## src/rtl/delta_pkg.sv

```systemverilog
// ---------------------------------------------------------------------------
// delta_pkg : shared constants and types for the delta_decoder block
// Rev 1.0
// ---------------------------------------------------------------------------
`default_nettype none

package delta_pkg;

  localparam int DEFAULT_WIDTH = 8;
  localparam int DEFAULT_ALIGN = 2;

  typedef logic [DEFAULT_WIDTH-1:0] delta_t;

  typedef enum logic [1:0] {
    EMPTY = 2'd0,
    ONE   = 2'd1,
    FULL  = 2'd2
  } occ_t;

endpackage

`default_nettype wire

```

## src/rtl/delta_decoder_if.sv

```systemverilog
// ---------------------------------------------------------------------------
// delta_decoder_if : total input plus delta output stream of delta_decoder
// Rev 1.0
// ---------------------------------------------------------------------------
`default_nettype none

interface delta_decoder_if #(
  parameter int WIDTH = 8
);

  logic [WIDTH-1:0] din;
  logic             out_valid;
  logic             out_ready;
  logic [WIDTH-1:0] out_data;
  logic             err;
  logic [7:0]       out_cnt;

  modport master (
    input  din,
    input  out_ready,
    output out_valid,
    output out_data,
    output err,
    output out_cnt
  );

  modport slave (
    output din,
    output out_ready,
    input  out_valid,
    input  out_data,
    input  err,
    input  out_cnt
  );

endinterface

`default_nettype wire

```

## src/rtl/delta_skid.sv

```systemverilog
// ---------------------------------------------------------------------------
// delta_skid : 2-entry delta buffer; a push into a full buffer merges into
//              the tail so the sum of all deltas is preserved.
// Build option: DELTA_DECODER_FORMAL_EN exposes the buffered-sum port.
// Rev 1.0
// ---------------------------------------------------------------------------
`default_nettype none

module delta_skid
  import delta_pkg::*;
#(
  parameter int WIDTH = DEFAULT_WIDTH
) (
  input  wire logic             clk,
  input  wire logic             reset,
  input  wire logic             i_push,
  input  wire logic [WIDTH-1:0] i_push_data,
  input  wire logic             i_pop,
  output occ_t                  o_occ,
`ifdef DELTA_DECODER_FORMAL_EN
  output logic      [WIDTH-1:0] o_buf_sum,
`endif
  output logic      [WIDTH-1:0] o_head
);

  occ_t             r_occ;
  occ_t             w_occ_nxt;
  logic [WIDTH-1:0] r_head;
  logic [WIDTH-1:0] r_tail;
  logic [WIDTH-1:0] w_head_nxt;
  logic [WIDTH-1:0] w_tail_nxt;

  always_ff @(posedge clk) begin
    if (reset) begin
      r_occ  <= EMPTY;
      r_head <= '0;
      r_tail <= '0;
    end else begin
      r_occ  <= w_occ_nxt;
      r_head <= w_head_nxt;
      r_tail <= w_tail_nxt;
    end
  end

  always_comb begin
    w_occ_nxt  = r_occ;
    w_head_nxt = r_head;
    w_tail_nxt = r_tail;
    case (r_occ)
      EMPTY: begin
        if (i_push) begin
          w_occ_nxt  = ONE;
          w_head_nxt = i_push_data;
        end
      end
      ONE: begin
        case ({i_push, i_pop})
          2'b10: begin
            w_occ_nxt  = FULL;
            w_tail_nxt = i_push_data;
          end
          2'b01: w_occ_nxt = EMPTY;
          2'b11: w_head_nxt = i_push_data;
          default: ;
        endcase
      end
      FULL: begin
        case ({i_push, i_pop})
          2'b01: begin
            w_occ_nxt  = ONE;
            w_head_nxt = r_tail;
          end
          2'b11: begin
            w_head_nxt = r_tail;
            w_tail_nxt = i_push_data;
          end
          // Stalled while full: fold the new delta into the tail.
          2'b10: w_tail_nxt = r_tail + i_push_data;
          default: ;
        endcase
      end
      default: w_occ_nxt = EMPTY;
    endcase
  end

  assign o_occ  = r_occ;
  assign o_head = (r_occ == EMPTY) ? '0 : r_head;

`ifdef DELTA_DECODER_FORMAL_EN
  assign o_buf_sum = (r_occ == EMPTY) ? '0 :
                     (r_occ == ONE)   ? r_head : (r_head + r_tail);
`endif

endmodule

`default_nettype wire

```

## src/rtl/delta_decoder.sv

```systemverilog
// ---------------------------------------------------------------------------
// delta_decoder : recovers increments from an accumulator's running total,
//                 flags misaligned changes and streams deltas out.
// Build option: DELTA_DECODER_FORMAL_EN compiles in immediate assertions.
// Rev 1.0
// ---------------------------------------------------------------------------
`default_nettype none

module delta_decoder
  import delta_pkg::*;
#(
  parameter int WIDTH = DEFAULT_WIDTH,
  parameter int ALIGN = DEFAULT_ALIGN
) (
  input wire logic        clk,
  input wire logic        reset,
  delta_decoder_if.master bus
);

  logic [WIDTH-1:0] r_prev;
  logic             r_err;
  logic [7:0]       r_cnt;

  logic             w_change;
  logic [WIDTH-1:0] w_delta;
  logic             w_aligned;
  logic             w_push;
  logic             w_valid;
  logic             w_pop;
  logic [WIDTH-1:0] w_head;
  occ_t             w_occ;

  assign w_change  = (bus.din != r_prev);
  assign w_delta   = bus.din - r_prev;
  assign w_aligned = (w_delta[ALIGN-1:0] == '0);
  assign w_push    = w_change && w_aligned;
  assign w_valid   = (w_occ != EMPTY);
  assign w_pop     = w_valid && bus.out_ready;

`ifdef DELTA_DECODER_FORMAL_EN
  logic [WIDTH-1:0] w_buf_sum;
`endif

  delta_skid #(
    .WIDTH (WIDTH)
  ) u_skid (
    .clk         (clk),
    .reset       (reset),
    .i_push      (w_push),
    .i_push_data (w_delta),
    .i_pop       (w_pop),
    .o_occ       (w_occ),
`ifdef DELTA_DECODER_FORMAL_EN
    .o_buf_sum   (w_buf_sum),
`endif
    .o_head      (w_head)
  );

  always_ff @(posedge clk) begin
    if (reset) begin
      r_prev <= '0;
      r_err  <= 1'b0;
      r_cnt  <= '0;
    end else begin
      r_prev <= bus.din;
      if (w_change && !w_aligned) begin
        r_err <= 1'b1;
      end
      if (w_pop && (r_cnt != 8'hFF)) begin
        r_cnt <= r_cnt + 8'd1;
      end
    end
  end

  assign bus.out_valid = w_valid;
  assign bus.out_data  = w_head;
  assign bus.err       = r_err;
  assign bus.out_cnt   = r_cnt;

`ifdef DELTA_DECODER_FORMAL_EN
  logic [WIDTH-1:0] r_emit_sum;
  logic [WIDTH-1:0] r_last_head;
  logic             r_stalled;

  always_ff @(posedge clk) begin
    if (reset) begin
      r_emit_sum  <= '0;
      r_last_head <= '0;
      r_stalled   <= 1'b0;
    end else begin
      a_align:  assert (!(w_valid && !r_err) || (w_head[ALIGN-1:0] == '0));
      a_occ:    assert (w_occ inside {EMPTY, ONE, FULL});
      a_stable: assert (!r_stalled || (w_head == r_last_head));
      // Misaligned deltas are dropped, so conservation only holds without err.
      a_sum:    assert (r_err || ((w_buf_sum + r_emit_sum) == r_prev));
      if (w_pop) begin
        r_emit_sum <= r_emit_sum + w_head;
      end
      r_last_head <= w_head;
      r_stalled   <= w_valid && !bus.out_ready;
    end
  end
`endif

endmodule

`default_nettype wire

```

## src/flat_wrapper.sv

```systemverilog
// flat-port wrapper written by rule: the top's interface ports become plain ports
module delta_decoder_flat import delta_pkg::*;
#(
  parameter int WIDTH = DEFAULT_WIDTH,
  parameter int ALIGN = DEFAULT_ALIGN
)
  (clk, reset, bus_din, bus_out_ready, bus_out_valid, bus_out_data, bus_err, bus_out_cnt);
  delta_decoder_if #(.WIDTH(WIDTH)) bus_i ();
  input wire logic clk;
  input wire logic reset;
  input wire logic [$bits(bus_i.din)-1:0] bus_din;
  input wire logic [$bits(bus_i.out_ready)-1:0] bus_out_ready;
  output wire logic [$bits(bus_i.out_valid)-1:0] bus_out_valid;
  output wire logic [$bits(bus_i.out_data)-1:0] bus_out_data;
  output wire logic [$bits(bus_i.err)-1:0] bus_err;
  output wire logic [$bits(bus_i.out_cnt)-1:0] bus_out_cnt;
  assign bus_i.din = bus_din;
  assign bus_i.out_ready = bus_out_ready;
  assign bus_out_valid = bus_i.out_valid;
  assign bus_out_data = bus_i.out_data;
  assign bus_err = bus_i.err;
  assign bus_out_cnt = bus_i.out_cnt;
  delta_decoder #(.WIDTH(WIDTH), .ALIGN(ALIGN)) u_core (.clk(clk), .reset(reset), .bus(bus_i));
endmodule
```

## config.mk

```make
export PLATFORM = sky130hd
export DESIGN_NAME = delta_decoder_flat
export DESIGN_NICKNAME = d
export VERILOG_FILES = /design/src/rtl/delta_pkg.sv /design/src/rtl/delta_decoder_if.sv /design/src/rtl/delta_skid.sv /design/src/rtl/delta_decoder.sv /design/src/flat_wrapper.sv
export SDC_FILE = /design/constraint.sdc
export NUM_CORES = 1
export LEC_CHECK = 0
export BUFFER_PORTS_ARGS = -buffer_cell sky130_fd_sc_hd__buf_2
export CORE_UTILIZATION = 58
export DETAILED_ROUTE_END_ITERATION = 7
export PLACE_DENSITY_LB_ADDON = 0.08
export SYNTH_ARGS = -nofsm -noshare
export SYNTH_HDL_FRONTEND = slang
export SYNTH_SLANG_ARGS = --single-unit
```

## constraint.sdc

```tcl
create_clock -name clk -period 3.8 [get_ports clk]
set_input_delay 0.95 -clock clk [delete_from_list [all_inputs] [get_ports clk]]
set_output_delay 0.95 -clock clk [all_outputs]
set_load 0.02 [all_outputs]
```

==> insert_results.sql <==
INSERT INTO impl_metrics (metric_group, metric, value, unit) VALUES
('status', 'outcome', 'finished clean', ''),
('clocking', 'cts_inserted_buffers', '5', ''),
('clocking', 'cts.repair.resized', '0', ''),
('critical_path', 'critPathBufInv', '3', ''),
('final_layout', 'finalNetCount', '329', ''),
('clocking', 'cts_tree', 'done', ''),
('critical_path', 'worstSetupStartpointType', 'input port', ''),
('clocking', 'clk_pin_slew_worst_paths', '0.07', 'ns'),
('placed_design', 'place_hpwl', '3164', 'um'),
('sta', 'maxSlewViolCount', '0', ''),
('critical_path', 'criticalPathCategory', 'input port to flop', ''),
('placed_design', 'gp_congestion', '0.9432', ''),
('synthesis', 'unique_cell_type_count_in_the_yosys_netlist', '50', ''),
('clocking', 'cts.htree.levels', '2', ''),
('clocking', 'clk-insertion-delay-late', '0.28', 'ns'),
('route', 'detail_route.vias_per_cell', '5.336', ''),
('synthesis', 'share_of_the_yosys_chip_area_belonging_to_registers', '0.3111', ''),
('sta', 'setup_viol_count_final', '0', ''),
('final_layout', 'final_cell_area', '2510', 'um2'),
('synthesis', 'post_synthesis_cell_count', '269', ''),
('critical_path', 'endpoint_kind', 'flop', ''),
('route', 'totalWireLength', '4225', 'um'),
('power', 'irDropWorstVdd', '0.2736', 'mV'),
('sta', 'fin_hold_ws', '0.4905', 'ns'),
('clocking', 'root_buffer', 'clkbuf_8', ''),
('critical_path', 'critical_path.cell_chain', 'buf_2 -> inv_1 -> ha_1 -> inv_1 -> fa_1 -> a21o_1 -> a21oi_1 -> nand3b_1 -> nand3_1 -> ha_1 -> a21oi_1 -> o21a_1 -> o31a_1 -> nor3b_1 -> mux2i_1 -> a31oi_1', ''),
('critical_path', 'path_max_fanout', '4', ''),
('sta', 'post-route-min-period', '3.500', 'ns'),
('clocking', 'post-cts-setup-buffer-count', '0', ''),
('floorplan', 'core_area', '3689', 'um2'),
('sta', 'max_slew_margin', '0.5479', ''),
('grt', 'grt_remaining_overflow', '0', ''),
('grt', 'grt_total_usage', '0.2334', ''),
('final_layout', 'layout.cells.most_common_list', 'nor2_1 (35), dfxtp_1 (35), buf_2 (28)', ''),
('hold_path', 'worstHoldPathType', 'flop to flop', ''),
('route', 'antenna_nets_post_route', '0', ''),
('grt', 'grt_pass1_vias', '1721', ''),
('final_layout', 'fin_util', '0.6805', ''),
('synthesis', 'dominantRegCellSynth', 'dfxtp_1', ''),
('floorplan', 'fp.dieH', '64.32', 'um'),
('sta', 'timing_worst_slew_pin_value', '0.6756', 'ns'),
('floorplan', 'floorplan.rows', '22', ''),
('synthesis', 'synth_async_sr_flop_share', '0', ''),
('sta', 'final-hold-violation-count', '0', ''),
('placed_design', 'cell_area_after_placement', '2422', 'um2'),
('grt', 'initial_antenna_violation_count', '0', ''),
('grt', 'grt_max_degree', '27', ''),
('route', 'firstDrtPassIters', '4', ''),
('critical_path', 'cp.arrival', '3.71', 'ns'),
('route', 'detail_route.iter0.violations', '98', ''),
('synthesis', 'synth_nets', '301', ''),
('clocking', 'cts_hold_repair.buffers', '0', ''),
('route', 'wl_per_cell', '12.25', 'um'),
('clocking', 'clock_path_buffers', '2', ''),
('synthesis', 'register_bit_total_from_synthesis', '35', ''),
('sta', 'fin_tns_setup', '0', 'ns'),
('synthesis', 'number_of_synthesized_flops_with_an_enable_pin', '0', ''),
('floorplan', 'start_util', '0.6106', ''),
('floorplan', 'ioPinCount', '29', ''),
('floorplan', 'design.die.area', '4136', 'um2'),
('power', 'pwr_density_cell', '395.4', 'nW/um2'),
('critical_path', 'cp_slowest_cell', 'fa_1', ''),
('final_layout', 'areaGrowthSynthToFinish', '11.44', '%'),
('sta', 'fmax', '0.2857', 'GHz'),
('sta', 'rsz_0062_raised_after_global_routing', 'false', ''),
('final_layout', 'drive_gt1_frac', '0.1684', ''),
('synthesis', 'post_synth_instance_area', '2252', 'um2'),
('placed_design', 'place.port_buffers', '28', ''),
('synthesis', 'yosys_warnings', '0', ''),
('floorplan', 'die_x', '64.32', 'um'),
('critical_path', 'cp_top_family', 'compound AO/OA/AOI/OAI gates', ''),
('grt', 'first_pass_grt_wire_length', '7548', 'um'),
('power', 'power.leakage', '0.001155', 'uW'),
('critical_path', 'critPathRequiredTime', '4.01', 'ns'),
('job', 'maxCapViolations', '0', ''),
('synthesis', 'synth.avg_cell_area', '8.372', 'um2'),
('clocking', 'cts_sinks', '35', ''),
('route', 'drcViolationCount', '0', ''),
('sta', 'period_share', '0.9211', ''),
('final_layout', 'antennaDiodeCount', '0', ''),
('route', 'route.vias.total', '1841', ''),
('sta', 'layout_skew', '0.005098', 'ns'),
('critical_path', 'critical_path.max_stage_delay', '0.40', 'ns');
[registers in the layout (all words and copies together) (netlist names)]
| signal | cells |
|---|---|
| u_core.u_skid.o_occ | 2 |
| u_core.u_skid.r_tail | 8 |
| u_core.u_skid.r_head | 8 |
| u_core.bus.out_cnt | 8 |
| u_core.r_prev | 8 |
| u_core.bus.err | 1 |
[per-stage QoR]
step | power, uW | setup slack (ns) | cells
after floorplan | 674.1 | 0.4031 | 269
after global placement | 723.9 | 0.1665 | 338
after detailed placement | 731.9 | 0.02451 | 338
after CTS | 1003 | 0.3289 | 345
after global routing | 1059 | 0.04703 | 345
final | 992.3 | 0.2998 | 345
[power by group]
group          leakage, uW  switching, uW  internal [uW]  total [uW]
Combinational     0.000821            173            128         300
Clock            0.0000470            127            142         269
Sequential        0.000287           22.5            400         423
[cell usage after synthesis (all sizes together) (6+ instances only)]
master,count,share of area
a311oi,6,0.023
xnor2,6,0.027
o21ai,13,0.032
ha,19,0.11
dfxtp,35,0.31
a211oi,6,0.020
xor2,9,0.035
nor3,7,0.016
inv,18,0.030
mux2i,6,0.027
a21oi,13,0.036
nor2b,12,0.037
nand2,25,0.043
nor2,35,0.058
[cell type report]
cell class	count	area (um2)
multi-input cells	206	1431
fillers	336	1179
flip-flops and latches	35	700.7
repair buffers	31	162.7
clock buffers	6	82.58
inverters	18	67.56
well taps	48	60.06
clock inverters	1	5.005
[worst paths after layout]
path                    startpoint                 endpoint  slack, ns  cells after the start
setup / recovery        bus_din[0]  u_core.u_skid.r_tail[7]       0.30                     16
hold / removal      u_core.bus.err           u_core.bus.err       0.49                      2
setup reg to reg  u_core.r_prev[0]  u_core.u_skid.r_tail[7]       0.83                     14
hold reg to reg     u_core.bus.err           u_core.bus.err       0.49                      2
[tightest hold or removal path, stage by stage, from the launching register on]
cell and delay (ns):
dfxtp_1 0.33, a21oi_1 0.04, nor2_1 0.08
[per-layer routing]
metal	wire, um	vias to the layer above	GRT usage	share of wire
li1	-	980	-	-
met1	2090	814	0.2981	0.49
met2	1886	41	0.3789	0.45
met3	199	6	0.06429	0.047
met4	48	0	0.07222	0.011
met5	0	-	0	0
[cells by family after synthesis]
kind of cell	count (synthesis)	share of synthesized area
muxes	6	0.02667
DFF	35	0.3111
xor gates and xnor gates	15	0.06167
adders and majority gates	21	0.1233
and+or+nand+nor	110	0.2522
AOI/OAI and AO/OA	54	0.1717
buffers and inverters	28	0.05333
Power figures use the tool's default switching activity.
